$ cat config.mk
export PLATFORM = sky130hd
export DESIGN_NAME = fsgn_pipe
export DESIGN_NICKNAME = d
export VERILOG_FILES = /design/src/rtl/fsgn_pipe_pkg.sv /design/src/rtl/fsgn_slice.sv /design/src/rtl/fsgn_pipe.sv
export SDC_FILE = /design/constraint.sdc
export NUM_CORES = 1
export LEC_CHECK = 0
export CORE_MARGIN = 2
export CORE_UTILIZATION = 45
export DETAILED_ROUTE_END_ITERATION = 8
export MAX_ROUTING_LAYER = met4
export PLACE_DENSITY = 0.83
export SETUP_SLACK_MARGIN = 0.05
export SLEW_MARGIN = 20
export SYNTH_ARGS = -nofsm -noshare
export SYNTH_HDL_FRONTEND = slang
export SYNTH_HIERARCHICAL = 1
export SYNTH_SLANG_ARGS = --single-unit
$ cat constraint.sdc
create_clock -name clk -period 1.7 [get_ports clk]
set_input_delay 0.34 -clock clk [delete_from_list [all_inputs] [get_ports clk]]
set_output_delay 0.34 -clock clk [all_outputs]
set_load 0.05 [all_outputs]
$ cat src/rtl/fsgn_pipe_pkg.sv
// Purpose : shared op encoding and result helper for the FP sign-injection unit.
// Latency : n/a (types and pure functions only).
// Backpr. : n/a.
// Contents: sgn_op_e op encoding, MAX_W bound, sign_idx() sign position,
//           sgn_result() reference of the sign-injection datapath.
package fpu_sgn_pkg;

    // Operation encoding as driven on in_op by the FPU issue logic.
    typedef enum logic [1:0] {
        SGNJ    = 2'b00,
        SGNJN   = 2'b01,
        SGNJX   = 2'b10,
        SGN_RSV = 2'b11
    } sgn_op_e;

    // Widest operand the helper handles; narrower operands are zero-extended.
    localparam int MAX_W = 64;

    // The sign lives in the MSB of an IEEE-754 operand of the given width.
    function automatic int sign_idx(input int width);
        return width - 1;
    endfunction

    // Reserved op codes are flagged so the issue logic can raise an exception.
    function automatic logic is_illegal(input sgn_op_e op);
        return (op == SGN_RSV);
    endfunction

    // Only bit sidx is ever rewritten; every other bit of a passes through
    // untouched, so NaN payloads, denormals and infinities stay bit-exact.
    function automatic logic [MAX_W-1:0] sgn_result(
        input logic [MAX_W-1:0] a,
        input logic [MAX_W-1:0] b,
        input sgn_op_e          op,
        input int               sidx
    );
        logic [MAX_W-1:0] r;
        r = a;
        case (op)
            SGNJ:    r[sidx] = b[sidx];
            SGNJN:   r[sidx] = ~b[sidx];
            SGNJX:   r[sidx] = a[sidx] ^ b[sidx];
            default: r       = a;
        endcase
        return r;
    endfunction

endpackage

$ cat src/rtl/fsgn_slice.sv
// Purpose : one elastic register slice (valid bit plus payload) of the pipe.
// Latency : 1 cycle from load to visible output.
// Backpr. : loads only when ld is high; otherwise valid and payload are held.
// Ports   : clk/rstn clock and sync active-low reset; ld load enable from the
//           advance chain; up_v/up_dat upstream beat; v/dat registered beat.
module fsgn_slice #(
    parameter int PW = 38
) (
    input  logic          clk,
    input  logic          rstn,
    input  logic          ld,
    input  logic          up_v,
    input  logic [PW-1:0] up_dat,
    output logic          v,
    output logic [PW-1:0] dat
);

    always_ff @(posedge clk) begin
        if (!rstn) begin
            v   <= 1'b0;
            dat <= '0;
        end else if (ld) begin
            v <= up_v;
            // Bubbles do not overwrite the payload, so out_res only moves
            // when a real beat arrives.
            if (up_v) begin
                dat <= up_dat;
            end
        end
    end

endmodule

$ cat src/rtl/fsgn_pipe.sv
// Purpose : pipelined fsgnj/fsgnjn/fsgnjx unit with a pass-through tag.
// Latency : STAGES cycles (1..4), full throughput when out_ready is high.
// Backpr. : valid/ready per slice; in_ready falls only when every slice holds
//           a beat that cannot advance (combinational from out_ready).
// Ports   : in_* input beat (rs1 in_a, rs2 in_b, op, tag) with in_valid /
//           in_ready; out_* result beat with out_valid / out_ready;
//           occupancy = number of valid slices.
module fsgn_pipe
    import fpu_sgn_pkg::*;
#(
    parameter int WIDTH  = 32,
    parameter int STAGES = 2,
    parameter int TAG_W  = 5
) (
    input  logic             clk,
    input  logic             rstn,
    input  logic             in_valid,
    output logic             in_ready,
    input  logic [WIDTH-1:0] in_a,
    input  logic [WIDTH-1:0] in_b,
    input  logic [1:0]       in_op,
    input  logic [TAG_W-1:0] in_tag,
    output logic             out_valid,
    input  logic             out_ready,
    output logic [WIDTH-1:0] out_res,
    output logic [TAG_W-1:0] out_tag,
    output logic             out_illegal,
    output logic [2:0]       occupancy
);

    // Payload layout: {illegal, tag, result}.
    localparam int PW = WIDTH + TAG_W + 1;

    logic [MAX_W-1:0] a_ext;
    logic [MAX_W-1:0] b_ext;
    logic [MAX_W-1:0] r_ext;
    logic [WIDTH-1:0] head_res;
    logic             head_ill;
    logic             unused_bits;

    logic [STAGES-1:0] v;
    logic [STAGES-1:0] ld;
    logic [STAGES-1:0] adv;
    logic [STAGES-1:0] up_v;
    logic [PW-1:0]     up_dat [STAGES];
    logic [PW-1:0]     dat    [STAGES];

    // The whole computation sits in front of slice 0; later slices only delay.
    always_comb begin
        a_ext    = MAX_W'(in_a);
        b_ext    = MAX_W'(in_b);
        r_ext    = sgn_result(a_ext, b_ext, sgn_op_e'(in_op), sign_idx(WIDTH));
        head_res = r_ext[WIDTH-1:0];
        head_ill = is_illegal(sgn_op_e'(in_op));
    end

    // Upper helper bits exist only when WIDTH < MAX_W.
    assign unused_bits = ^r_ext;

    // Advance chain, walked from the output back to the input.
    // adv[k]: the beat in slice k may leave it this cycle.
    // ld[k] : slice k may take a new beat (it is empty or being emptied).
    always_comb begin
        adv = '0;
        ld  = '0;
        adv[STAGES-1] = out_ready;
        ld[STAGES-1]  = ~v[STAGES-1] | out_ready;
        for (int k = STAGES - 2; k >= 0; k--) begin
            adv[k] = ld[k+1];
            ld[k]  = ~v[k] | adv[k];
        end
    end

    // Slice inputs: slice 0 from the port, slice k from slice k-1.
    always_comb begin
        up_v[0]   = in_valid;
        up_dat[0] = {head_ill, in_tag, head_res};
        for (int k = 1; k < STAGES; k++) begin
            up_v[k]   = v[k-1];
            up_dat[k] = dat[k-1];
        end
    end

    for (genvar k = 0; k < STAGES; k++) begin : g_slice
        fsgn_slice #(
            .PW (PW)
        ) u_slice (
            .clk    (clk),
            .rstn   (rstn),
            .ld     (ld[k]),
            .up_v   (up_v[k]),
            .up_dat (up_dat[k]),
            .v      (v[k]),
            .dat    (dat[k])
        );
    end

    assign in_ready    = ld[0];
    assign out_valid   = v[STAGES-1];
    assign out_res     = dat[STAGES-1][WIDTH-1:0];
    assign out_tag     = dat[STAGES-1][WIDTH +: TAG_W];
    assign out_illegal = dat[STAGES-1][PW-1];

    // STAGES is at most 4, so the count always fits in 3 bits.
    always_comb begin
        occupancy = 3'd0;
        for (int k = 0; k < STAGES; k++) begin
            occupancy = occupancy + 3'(v[k]);
        end
    end

endmodule
**Word-level counts from Yosys, hierarchy flattened**

Index checks and enable logic that the tools add are counted.
Widths: inputs -> output; s select.

- Add/subtract/negate cells: 1
- Equal/unequal tests: 3
- Multiplexer cells: 1
- Bitwise gates (word level): 6
- Reduce and logical (&&, ||, !) cells: 3

Operator list:

| kind | count |
|---|---|
| $eq 2x2->1 const B | 2 |
| $reduce_and 2->1 | 2 |
| $not 1->1 | 3 |
| $pmux 1 s3 | 1 |
| $add 1x1->2 | 1 |
| $eq 2x1->1 const B | 1 |
| $logic_not 2->1 | 1 |
| $or 1x1->1 | 2 |
| $xor 1x1->1 | 1 |

- Register bits after elaboration: 78
- Input bits: 75
- Output and inout port bits: 43
- Word-level logic and storage cells: 18

**Depth between registers and ports, before layout**

- Word-level depth: 4
- Depth in mapped cells: 5
- Depth with buffers taken out: 5

**Cells and area by module**

Netlist, hierarchy kept.

Modules (own cells, without submodules):

| module | times used | cells each | area an instance (um^2) | sequential area each (um^2) |
|---|---|---|---|---|
| fsgn_slice | 2 | 177 | 1559.0 | 780.7 |
| fsgn_pipe | 1 | 11 | 75.1 | 0.0 |

**Worst setup path after synthesis**

OpenSTA, ideal clock, no wires.

- Path type: register -> register
- From: register g_slice[1].u_slice.v
- To: register g_slice[0].u_slice.dat[25]
- Setup time: 0.067 ns
- Arrival time: 2.021 ns
- Data required time: 1.633 ns
- Path slack: -0.388 ns
- Stages on the path, launching flop included: 6
- Path buffers: 2
- Clock period less this slack: 2.088 ns
- Cells stage by stage: dfxtp_1 > nand3b_1 > and2_4 > buf_6 > buf_6 > o21ai_2

- Word-level cells in the longest chain between the ends: 4

Ends and longest elaborated chain:

| element | line | text |
|---|---|---|
| from (decl) | fsgn_slice.sv:14 | `output logic v,` |
| from (signal assigned) | fsgn_slice.sv:23 | `v <= up_v;` |
| $not 1->1 | fsgn_pipe.sv:67 | `ld[STAGES-1] = ~v[STAGES-1] \| out_ready;` |
| $or 1x1->1 | fsgn_pipe.sv:67 |  |
| $or 1x1->1 | fsgn_pipe.sv:70 | `ld[k] = ~v[k] \| adv[k];` |
| via in_ready | fsgn_pipe.sv:18 | `output logic in_ready,` |
| $reduce_and 2->1 (no line) | -- |  |
| to (signal assigned) | fsgn_slice.sv:27 | `dat <= up_dat;` |
| to (decl) | fsgn_slice.sv:15 | `output logic [PW-1:0] dat` |

The timed path passes the listed nets, and every way through them passes these cells.
A chain may end at the register's enable or synchronous reset.

**Final worst setup path**

- From: register g_slice[0].u_slice.v
- To: output port occupancy[0]

- Word-level cells in the longest chain between the ends: 1

Ends and longest elaborated chain:

| element | line | text |
|---|---|---|
| from (decl) | fsgn_slice.sv:14 |  |
| from (signal assigned) | fsgn_slice.sv:23 |  |
| $add 1x1->2 | fsgn_pipe.sv:108 | `occupancy = occupancy + 3'(v[k]);` |
| to (decl) | fsgn_pipe.sv:28 | `output logic [2:0] occupancy` |

No other way between the ends.

==> impl_metrics.ini <==
[logic_synthesis]
synth.avg_cell_area_um2 = 8.75
yosys.area_share.simple_pct = 25.9
netlist_instances = 365
synth.top_cell.area_share_pct = 48.9
synthDistinctLibCells = 22
yosys.area_share.adder_pct = 0.392
muxShareOfSynthArea_pct = 0
synth.ff_latch_count = 78
synth_area_um2 = 3190
synth-compound-area-share_pct = 15.2
synth_warnings = 6
seq_area_frac_synth_pct = 48.9
synth_area_leader_cell = dfxtp_1
synth_xor_area_share_pct = 0
syn_nets = 441
ys_top_cells_by_area = dfxtp_1 (49%), nand4_1 (15%), nand2_1 (8.9%), o21ai_0 (8.2%), o21ai_2 (5.5%)
synth_top_family_by_area = simple AND/OR/NAND/NOR gates

[worst_setup_path]
path_buf_inv = 1
path_cells = ha_1 -> buf_4
cp-start-kind = register
worstSetupStartpoint = g_slice[0].u_slice/v$_SDFFE_PN0P_
r2r_slack_ns = 0.41
crit_path_max_fanout = 8
cpPeakStageDelay_ns = 0.42
reg2reg_depth = 5
crit_path_end = occupancy[0]
path_delay_family = flip-flops
critPathRequiredTime_ns = 1.36
rr_endpoint = g_slice[0].u_slice/dat[14]$_SDFFE_PN0P_
cp.arrival_ns = 1.19
crit_type = reg2out
worstSetupEndpointType = primary output
cpMaxStageDelayCell = dfxtp_2
cp.depth = 2
r2r-start = g_slice[0].u_slice/v$_SDFFE_PN0P_

[cts]
cts-root-buf = clkbuf_8
cts_buffer_depth = 2
cts_tree = done
clk_transition_reported_paths_ns = 0.08
ctsHoldBuffers = 0
clkSinkCount = 78
clk_latency_ns = 0.34
cts.htree.levels = 3
cts_buffers = 9

[pwr]
comb_power_share_pct = 13.9
power.density_nw_per_um2 = 884
irDropWorstVdd_v = 0.000351
seq_power_share_pct = 53.6
p_int_mw = 2.66
total_power_mw = 3.64
clockPowerShare_pct = 32.5
p_sw_uw = 973
switching_share_pct = 26.8
p_leak_nw = 1.52

[routing]
drt_iter0_drc = 195
vias = 2930
viasPerCell = 5.51
routed_wirelength_um = 7540
wl_per_cell_um = 14.2
ant_nets = 0
drc = 0
drt_pass1_iterations = 6

[layout]
n_fill_cell = 611
drive_gt1_share_pct = 22.5
final_cell_mix = nand2_1 (76), nand4_1 (76), dfxtp_1 (76)
multi_input_area_um2 = 1330
num_antenna_cells = 0
seq_area_um2 = 1570
nets = 509
synthToLayoutAreaGrowth_pct = 28.8

[global_routing]
grt_pass1_vias = 2695
grt.overflow.total = 0
grt_max_degree = 70
grt_first_pass_wirelength_um = 12300
grtUsageTotal_pct = 20.7
antenna_found_initial = 0

[sta]
grt_setup_unrepaired = false
fin_crit_ns = 1.53
fin_skew_ns = 0.00900
period_share_pct = 90.1
clock.fmax_mhz = 653
drv_slew = 0
setup_tns_ns = 0
finalHoldViolCount = 0
setup_violations = 0

[status]
outcome = complete, no violations

[floorplanning]
coreArea_um2 = 6830
io_pins = 118
dieArea_um2 = 7790
placementRows = 30
die_w_um = 88.2
die_y_um = 88.2
start_util_pct = 46.7

[hold_path]
hold_path.class = in2reg

[place]
gp_congestion = 0.735
port_buffers = 85
dpl.hpwl_um = 4900

[run]
cap_violations = 0
-- tightest hold or removal path, stage by stage --
cell and delay [ns]:
buf_4 0.20, nand2_1 0.11, o21ai_2 0.04
-- worst min-delay path by stage --
| stage | end | startpoint | cells after the start |
|---|---|---|---|
| 6_report | g_slice[1].u_slice/dat[33]$_SDFFE_PN0P_ | rstn | 3 |
| 2_1_floorplan | g_slice[0].u_slice/dat[7]$_SDFFE_PN0P_ | g_slice[0].u_slice/dat[7]$_SDFFE_PN0P_ | 2 |
| 5_1_grt | g_slice[1].u_slice/dat[32]$_SDFFE_PN0P_ | rstn | 3 |
| 4_1_cts | g_slice[1].u_slice/dat[32]$_SDFFE_PN0P_ | rstn | 3 |
| 3_3_place_gp | g_slice[1].u_slice/dat[8]$_SDFFE_PN0P_ | g_slice[1].u_slice/dat[8]$_SDFFE_PN0P_ | 2 |
| 3_5_place_dp | g_slice[1].u_slice/dat[7]$_SDFFE_PN0P_ | g_slice[1].u_slice/dat[7]$_SDFFE_PN0P_ | 2 |
-- state kept, by name, summed over array words and instances, names as in the netlist --
register             flops
g_slice.u_slice/dat     76
g_slice.u_slice/v        2
-- area by class of cell --
type	instances	share of cell area, %
flip-flops and latches	78	38.1
clock inverters	4	0.609
multi-input cells	244	32.4
clock buffers	10	3.35
repair buffers	100	22.6
well taps	96	2.92
-- through the flow --
step / std cells / cell area [um^2] / hold WS [ns] / setup slack, ns / util, %
after floorplan: 365 / 3200 / 0.429 / 0.00415 / -
after global placement: 517 / 3940 / 0.439 / 0.0244 / 57.7
after detailed placement: 517 / 3940 / 0.443 / -0.0377 / 57.7
after CTS: 532 / 4110 / 0.375 / 0.149 / 60.2
after global routing: 532 / 4110 / 0.383 / 0.124 / 60.2
final: 532 / 4110 / 0.387 / 0.168 / 60.2
-- cells by family (layout without fill, tap and decap cells) --
kind of cell / count (synthesis) / in the layout
buffers and inverters: 43 / 114
AND/OR/NAND/NOR: 162 / 162
other: 1 / 1
adder cells (fa/ha/maj): 1 / 1
flip-flops: 78 / 78
AO/OA/AOI/OAI: 80 / 80
-- layer usage --
metal  GRT usage (%)  up-vias  wire [um]
li1                -     1430          -
met1            24.3     1391       3260
met2            34.2      101       3820
met3            3.73        8        394
met4            9.78        0         74
met5               -        -          0
-- synthesized netlist by cell type --
library cell   n
nand3b_1       1
clkbuf_1       2
nor2b_1        3
and2_4         2
conb_1         1
nand2_2        1
ha_1           1
and2_1         1
o21a_1         2
buf_2         16
clkbuf_2       4
a221o_1        1
nor2_1         1
dfxtp_1       78
o21ai_1        5
nand4_1       76
o21ai_0       52
nand2_1       76
buf_4         11
nand2b_1       1
o21ai_2       20
buf_6         10
-- power groups by stage --
stage | Clock (mW) | Sequential (mW) | Combinational [mW]
after floorplan | 0 | 2.06 | 0.250
after global placement | 0 | 1.98 | 0.494
after detailed placement | 0 | 1.99 | 0.504
after CTS | 1.20 | 1.95 | 0.507
after global routing | 1.28 | 1.96 | 0.546
final | 1.18 | 1.95 | 0.507
-- timing repair --
action | in CTS | in global routing
resized for setup | 1 | 0
setup endpoints to repair | 2 | 0
setup buffers | 1 | 0
Power figures use the tool's default switching activity.
